--- src/rtl/ring_decoder.sv ---
`default_nettype none
// +--------------------------------------------------------------------------+
// | ring_decoder: decodes a rotating one-hot ring to a position, tracks      |
// | step direction and count, and latches a sticky fault on illegal moves.   |
// | Rev 1.0                                                                  |
// +--------------------------------------------------------------------------+
module ring_decoder #(
  parameter  int WIDTH = 4,
  parameter  int CNT_W = 8,
  localparam int IDX_W = $clog2(WIDTH)
) (
  input  logic             clk,
  input  logic             sw,
  input  logic [WIDTH-1:0] ring_in,
  output logic [IDX_W-1:0] idx,
  output logic             valid,
  output logic             dir,
  output logic [CNT_W-1:0] step_cnt,
  output logic             err
);

  typedef enum logic [1:0] {
    SEARCH = 2'd0,
    LOCK   = 2'd1,
    FAULT  = 2'd2
  } state_t;

  localparam logic [WIDTH-1:0] c_one  = WIDTH'(1);
  localparam logic [IDX_W-1:0] c_last = IDX_W'(WIDTH - 1);

  state_t           state;
  logic             is_onehot;
  logic [IDX_W-1:0] hot_pos;
  logic [IDX_W-1:0] idx_inc;
  logic [IDX_W-1:0] idx_dec;
  logic             pat_hold;
  logic             pat_fwd;
  logic             pat_back;

  always_comb begin
    hot_pos = '0;
    for (int k = 0; k < WIDTH; k++) begin
      if (ring_in[k]) hot_pos = IDX_W'(k);
    end
    is_onehot = $onehot(ring_in);
    idx_inc   = (idx == c_last) ? '0 : idx + 1'b1;
    idx_dec   = (idx == '0) ? c_last : idx - 1'b1;
    pat_hold  = (ring_in == (c_one << idx));
    pat_fwd   = (ring_in == (c_one << idx_inc));
    pat_back  = (ring_in == (c_one << idx_dec));
  end

  always_ff @(posedge clk) begin
    if (sw) begin
      state    <= SEARCH;
      idx      <= '0;
      valid    <= 1'b0;
      dir      <= 1'b0;
      step_cnt <= '0;
      err      <= 1'b0;
    end else begin
      case (state)
        SEARCH: begin
          if (is_onehot) begin
            idx   <= hot_pos;
            valid <= 1'b1;
            dir   <= 1'b0;
            state <= LOCK;
          end else begin
            valid <= 1'b0;
            err   <= 1'b0;
          end
        end
        LOCK: begin
          // Hold is tested first so a stationary ring never counts as a step.
          if (pat_hold) begin
            state <= LOCK;
          end else if (pat_fwd) begin
            idx      <= idx_inc;
            dir      <= 1'b1;
            step_cnt <= step_cnt + CNT_W'(1);
          end else if (pat_back) begin
            idx      <= idx_dec;
            dir      <= 1'b0;
            step_cnt <= step_cnt + CNT_W'(1);
          end else begin
            err   <= 1'b1;
            valid <= 1'b0;
            state <= FAULT;
          end
        end
        FAULT: begin
          err   <= 1'b1;
          valid <= 1'b0;
        end
        default: begin
          state <= SEARCH;
          valid <= 1'b0;
        end
      endcase
    end
  end

endmodule
`default_nettype wire

--- config.mk ---
export PLATFORM = sky130hd
export DESIGN_NAME = ring_decoder
export DESIGN_NICKNAME = d
export VERILOG_FILES = /design/src/rtl/ring_decoder.sv
export SDC_FILE = /design/constraint.sdc
export NUM_CORES = 1
export LEC_CHECK = 0
export CAP_MARGIN = 20
export CORE_MARGIN = 1
export CORE_UTILIZATION = 35
export DETAILED_ROUTE_END_ITERATION = 8
export DONT_BUFFER_PORTS = 1
export MAX_ROUTING_LAYER = met4
export PLACE_DENSITY = 0.5
export SETUP_SLACK_MARGIN = 0.3
export SLEW_MARGIN = 20
export SYNTH_ARGS = -nofsm -noshare
export SYNTH_HDL_FRONTEND = slang
export SYNTH_SLANG_ARGS = --single-unit
--- constraint.sdc ---
create_clock -name clk -period 2.55 [get_ports clk]
set_clock_uncertainty 0.05 [all_clocks]
set_input_delay 0.3825 -clock clk [delete_from_list [all_inputs] [get_ports clk]]
set_output_delay 0.3825 -clock clk [all_outputs]
set_load 0.05 [all_outputs]
==> results.py, run 1 <==
metrics = {
    "power_and_ir_drop": {
        "power_density_nw_per_um2": 1080,
        "power_leakage_nw": 0.507,
        "ir_worst_vdd_mv": 0.626,
    },
    "synth": {
        "synth_edf_count": 0,
        "syn_nets": 144,
        "synthDominantCellAreaShare": 0.274,
        "syn_area_um2": 1100,
        "syn_area_per_cell_um2": 8.70,
        "yosysWarnings": 0,
        "ys_seq_area_frac": 0.274,
        "synthTopCellsByArea": "dfxtp_1 27%, ha_1 13%, xnor2_1 9.6%, nor4_4 5.8%, xor2_1 4.8%",
        "synthArstFlopShare": 0,
        "synthDistinctLibCells": 32,
        "synth-seq-cells": 15,
        "synth_cells": 126,
        "synth_top_cell_by_area": "dfxtp_1",
        "ys.flop_type": "dfxtp_1",
    },
    "hold_path": {
        "hold_depth": 1,
        "min_from": "sw",
        "hold_end": "step_cnt[2]",
        "hp-class": "in2reg",
    },
    "routing": {
        "drt_iter0_markers": 36,
        "firstDrtPassIters": 7,
        "wl_per_cell_um": 14.1,
        "vias": 870,
        "route.detailed.drc": 1,
        "antenna_left": 0,
        "viasPerCell": 5.37,
        "wl_mm": 2.28,
    },
    "critical_path": {
        "critPathBufInv": 1,
        "critPathTopFamily": "compound AO/OA/AOI/OAI gates",
        "max_stage_delay_ns": 0.50,
        "worstPathRequired_ns": 2.69,
        "cp-start-kind": "flop",
        "crit_arrival_ns": 2.26,
        "setup.worst_path.end_class": "flop",
        "cp_max_fo": 6,
        "critPathSlowestCell": "dfxtp_4",
        "r2r_setup_slack_ns": 0.43,
        "timing.rr.end": "state[0]",
        "critical_path_class": "reg2reg",
        "reg2regPathDepth": 8,
        "worstReg2RegStart": "idx[0]",
        "cp_cell_sequence": "inv_4 -> ha_4 -> xor2_1 -> a2111oi_2 -> a21oi_2 -> a21boi_2 -> nor3_1 -> a211oi_1",
    },
    "sta": {
        "fin_crit_ns": 2.12,
        "setup_slack_ns": 0.431,
        "setup_viol": 0,
        "finalCritPeriodShare": 0.831,
        "max_slew_margin": 0.566,
        "worstMarginPinSlew_ns": 0.650,
        "drv_slew": 0,
        "rsz0062_at_grt": "true",
        "whs_ns": 0.104,
        "tns_ns": 0,
        "hold_viol": 0,
        "max_freq_ghz": 0.472,
    },
    "cells_and_area": {
        "n_antenna_cell": 0,
        "fin_nets": 150,
        "drive_above_1_share": 0.252,
        "area_growth_pct": 15.6,
        "fillers": 303,
    },
    "placed_design": {
        "hpwl_mm": 1.65,
        "io_buffers": 0,
        "dp_slack_ns": 0.163,
        "place.gp.congestion": 0.879,
    },
    "clock_tree": {
        "clk-insertion-delay-late_ns": 0.28,
        "h-tree-depth": 1,
        "clkTransAtPathRegs_ns": 0.10,
        "cts.sink_count": 15,
        "post_cts_buffers": 0,
        "cts-root-buf": "clkbuf_4",
        "cts_buffers": 3,
        "cts_tree": "done",
        "cts_buffer_depth": 2,
    },
    "die": {
        "die_height_um": 58.0,
        "num_rows": 19,
        "die_area_um2": 3360,
        "coreArea_um2": 2850,
        "io_pins": 19,
        "initial_core_util": 0.384,
        "chipWidth_um": 58.0,
    },
    "grt": {
        "grt_pass1_wl_mm": 3.63,
        "grt.total_usage": 0.145,
        "grt-ovfl-total": 0,
        "grt_max_degree": 15,
        "grt_pass1_vias": 858,
        "antenna_found_initial": 0,
    },
    "outcome": {
        "outcome": "finished, violations left",
        "violations": "DRC",
    },
    "run": {
        "maxCapViolations": 0,
    },
}
-- worst max path at each step --
stage	from	endpoint	slack (ns)	depth (start not counted)
3_5_place_dp	idx[0]	step_cnt[6]	0.16	9
3_3_place_gp	idx[0]	step_cnt[6]	0.18	9
4_1_cts	idx[0]	step_cnt[6]	0.31	9
2_1_floorplan	ring_in[3]	dir	0.32	11
6_report	idx[0]	state[0]	0.43	8
5_1_grt	idx[0]	state[0]	0.27	8
-- state kept, by name, indices dropped and copies added (netlist names) --
| signal | cells |
|---|---|
| dir | 1 |
| state | 2 |
| err | 1 |
| valid | 1 |
| idx | 2 |
| step_cnt | 8 |
-- cells in the mapped netlist, types with 2 or more instances --
master,number
nor2_1,11
a211oi_1,2
ha_1,11
xnor2_1,12
nand3_1,4
nor4_4,3
clkbuf_1,2
a21oi_1,5
nand2_1,13
o41ai_1,2
o21ai_0,3
nand4_1,2
xor2_1,6
mux2i_1,3
dfxtp_1,15
inv_1,11
nor3_1,6
-- cell type report --
type / count / area (um2) / area share
sequential: 15 / 308 / 0.243
tap: 31 / 38.8 / 0.0306
clock inverter: 1 / 5.00 / 0.00395
inverter: 11 / 43.8 / 0.0346
multi-input combinational: 95 / 803 / 0.634
clock buffer: 3 / 22.5 / 0.0178
timing repair buffer: 6 / 46.3 / 0.0365
-- timing repair --
| action | 4_1_cts | 5_1_grt |
|---|---|---|
| resized for setup | 3 | 15 |
| cloned | 0 | 1 |
| setup endpoints to repair | 13 | 14 |
| endpoints found under the hold margin | 0 | 0 |
| hold buffers | 0 | 0 |
| pin swaps | 0 | 5 |
-- worst register-to-register path: stages, from the launching register on --
cell       delay [ns]
dfxtp_4          0.50
inv_4            0.07
ha_4             0.18
xor2_1           0.17
a2111oi_2        0.38
a21oi_2          0.12
a21boi_2         0.26
nor3_1           0.07
a211oi_1         0.23
-- cell families after synthesis --
family | Yosys count | share of synthesized area
AOI/OAI and AO/OA | 20 | 0.132
xor gates and xnor gates | 18 | 0.144
adders and majority gates | 12 | 0.144
buffers and inverters | 16 | 0.0628
DFF | 15 | 0.274
muxes | 3 | 0.0274
and+or+nand+nor | 42 | 0.216
-- per-stage QoR --
step | total power, W | util | instances | area (um2)
CTS | 0.00127 | 0.419 | 161 | 1200
global placement | 0.00111 | 0.406 | 157 | 1160
detailed placement | 0.00111 | 0.406 | 157 | 1160
finish | 0.00137 | 0.444 | 162 | 1270
floorplan | 0.000993 | - | 126 | 1110
global route | 0.00148 | 0.444 | 162 | 1270
-- layer usage --
layer	global-route usage	vias up	part of all wire
met5	-	-	0
met4	0.0612	0	0.014
met3	0.0491	4	0.031
met2	0.243	13	0.50
met1	0.154	411	0.46
li1	-	442	-
-- report_power, final --
| group | switching, W | internal [W] |
|---|---|---|
| sequential | 0.000118 | 0.000292 |
| combinational | 0.000480 | 0.000340 |
| clock | 0.0000780 | 0.0000582 |
-- cell usage in the layout, fill, tap and decap left out, types with 4 or more instances in the layout --
| master | n |
|---|---|
| buf_4 | 4 |
| xnor2_1 | 12 |
| nand2_1 | 12 |
| dfxtp_1 | 13 |
| ha_1 | 7 |
| xor2_1 | 6 |
| inv_1 | 9 |
| nor2_1 | 11 |
| nand3_1 | 4 |
No activity file was read; power rests on OpenSTA's default activity.
==> run 2: changes to the inputs <==
Clock period 2.55 ns to 2 ns, I/O delays scaled along.
==> results.py, run 2 (synthesis gave the netlist of run 1 again) <==
metrics = {
    "routing": {
        "viasPerCell": 5.42,
        "drt_iter0_markers": 23,
        "wl_per_cell_um": 14.9,
        "wl_mm": 2.60,
        "vias": 949,
        "antenna_left": 0,
        "route.detailed.drc": 1,
        "dr.max_layer_used": "met4",
        "wl_met2_mm": 1.28,
        "firstDrtPassIters": 6,
        "wl_met1_mm": 1.15,
        "wl_met3_um": 162,
    },
    "clock_tree": {
        "cts_buffers": 3,
        "cts-root-buf": "clkbuf_4",
        "clkTransAtPathRegs_ns": 0.09,
        "cts_buffer_depth": 2,
        "cts.sink_count": 15,
        "cts_tree": "done",
        "h-tree-depth": 1,
        "clk-insertion-delay-late_ns": 0.28,
    },
    "die": {
        "die_height_um": 58.0,
        "die_area_um2": 3360,
        "coreArea_um2": 2850,
        "chipWidth_um": 58.0,
        "num_rows": 19,
        "initial_core_util": 0.384,
        "io_pins": 19,
    },
    "critical_path": {
        "worstReg2RegStart": "idx[0]",
        "crit_path_start": "idx[0]",
        "cp_max_fo": 4,
        "cp_cell_sequence": "inv_4 -> ha_2 -> xor2_1 -> nor3_2 -> a21oi_4 -> a21boi_2 -> o311ai_1 -> o41ai_1",
        "crit_arrival_ns": 2.08,
        "max_stage_delay_ns": 0.38,
        "r2r_setup_slack_ns": 0.04,
        "critPathCapture": "err",
        "timing.rr.end": "err",
        "critical_path_class": "reg2reg",
        "cp-start-kind": "flop",
        "critPathSlowestCell": "dfxtp_4",
        "worstPathRequired_ns": 2.12,
        "setup.worst_path.end_class": "flop",
        "reg2regPathDepth": 8,
    },
    "placed_design": {
        "hpwl_mm": 1.86,
        "io_buffers": 0,
        "place.gp.congestion": 0.797,
    },
    "grt": {
        "grt_pass1_wl_mm": 4.40,
        "grt_pass1_vias": 925,
        "antenna_found_initial": 0,
        "grt-ovfl-total": 0,
        "grt.total_usage": 0.174,
        "grt_max_degree": 15,
    },
    "power_and_ir_drop": {
        "p_sw_frac": 0.487,
        "combinationalPowerShare": 0.687,
        "p_int_w": 0.00110,
        "p_switching_w": 0.00104,
        "power_leakage_nw": 0.638,
        "ir_worst_vdd_mv": 0.577,
        "clock_power_share": 0.082,
        "power_density_nw_per_um2": 1400,
        "seq_power_share": 0.231,
        "p_total_w": 0.00214,
    },
    "outcome": {
        "outcome": "finished, violations left",
        "violations": "DRC",
    },
    "sta": {
        "worstMarginPinSlew_ns": 0.539,
        "rsz0062_at_grt": "true",
        "drv_slew": 0,
        "whs_ns": 0.0258,
        "max_slew_margin": 0.640,
        "fin_crit_ns": 1.96,
        "max_freq_ghz": 0.510,
        "finalCritPeriodShare": 0.980,
        "setup_viol": 0,
        "hold_viol": 0,
    },
    "cells_and_area": {
        "drive_above_1_share": 0.417,
        "n_antenna_cell": 0,
        "layout_common_cells": "14 x buf_4, 13 x dfxtp_1, 12 x xnor2_1, 10 x nor2_1",
        "utilization": 0.535,
        "layout_commonest_cell": "buf_4",
        "fin_nets": 163,
        "largest_reg_flops": 8,
        "fillers": 266,
        "largest_register": "step_cnt",
        "area_growth_pct": 39.2,
        "top_regs": "step_cnt x8, idx x2, state x2",
    },
    "hold_path": {
        "hold_depth": 1,
        "hp-class": "in2reg",
    },
    "run": {
        "maxCapViolations": 0,
    },
}
## run 2: changes by cell type in the layout (fill, tap and decap cells not counted), sizes merged
| cell | delta |
|---|---|
| clkbuf | +2 |
| clkinv | -1 |
| dlygate4sd3 | +1 |
| buf | +11 |
## run 2: power by group through the flow
stage	sequential, W	combinational, W	clock [W]
6_report	0.000495	0.00147	0.000175
5_1_grt	0.000504	0.00158	0.000190
4_1_cts	0.000492	0.00127	0.000181
3_5_place_dp	0.000494	0.00116	0
3_3_place_gp	0.000488	0.00115	0
2_1_floorplan	0.000569	0.000774	0
## run 2: worst max-delay path: cells and delay by family (launching register included)
family	cells	cell delay (ns)
XOR/XNOR	1	0.19
AO/OA/AOI/OAI	4	0.83
flip-flops	1	0.38
AND/OR/NAND/NOR	1	0.08
adder cells (fa/ha/maj)	1	0.25
buffers and inverters	1	0.07
## run 2: metrics by stage
step           TNS (ns)  setup slack, ns  instance area [um2]  std cells
2_1_floorplan    -0.178          -0.0439                 1170        126
3_3_place_gp     -0.501           -0.119                 1320        168
3_5_place_dp     -0.645           -0.121                 1320        168
4_1_cts        -0.00591         -0.00591                 1420        172
5_1_grt          -0.532          -0.0774                 1530        175
6_report              0           0.0400                 1530        175
## run 2: how the worst min path moves through the flow
stage          from     endpoint  slack [ns]
3_5_place_dp     sw  step_cnt[1]        0.32
2_1_floorplan    sw       idx[0]        0.32
4_1_cts          sw  step_cnt[1]        0.01
3_3_place_gp     sw  step_cnt[1]        0.32
5_1_grt          sw  step_cnt[0]       0.002
6_report         sw        valid        0.03
## run 2: cell type report
class,count,area [um2],area share
inverter,11,46.3,0.0304
tap,31,38.8,0.0254
sequential,15,308,0.202
timing repair buffer,19,191,0.126
clock buffer,4,26.3,0.0172
multi-input combinational,95,915,0.600
## run 2: timing repair
action	CTS	global route
hold endpoints to repair	0	1
setup buffers	0	1
setup endpoints to repair	15	15
gates resized for setup	17	14
pin swaps	1	10
gates cloned	0	1
hold buffers	0	1
## run 2: layer usage
| metal | global-route usage | vias to the layer above |
|---|---|---|
| met5 | - | - |
| met4 | 0.0408 | 0 |
| met3 | 0.0446 | 2 |
| met2 | 0.259 | 23 |
| met1 | 0.237 | 451 |
| li1 | - | 473 |
==> run 3: changes to the inputs <==
Settings changed: SLEW_MARGIN 20 to 0.
==> results of run 3 <==
The final DEF is identical to that of run 2; final timing and power are the same.
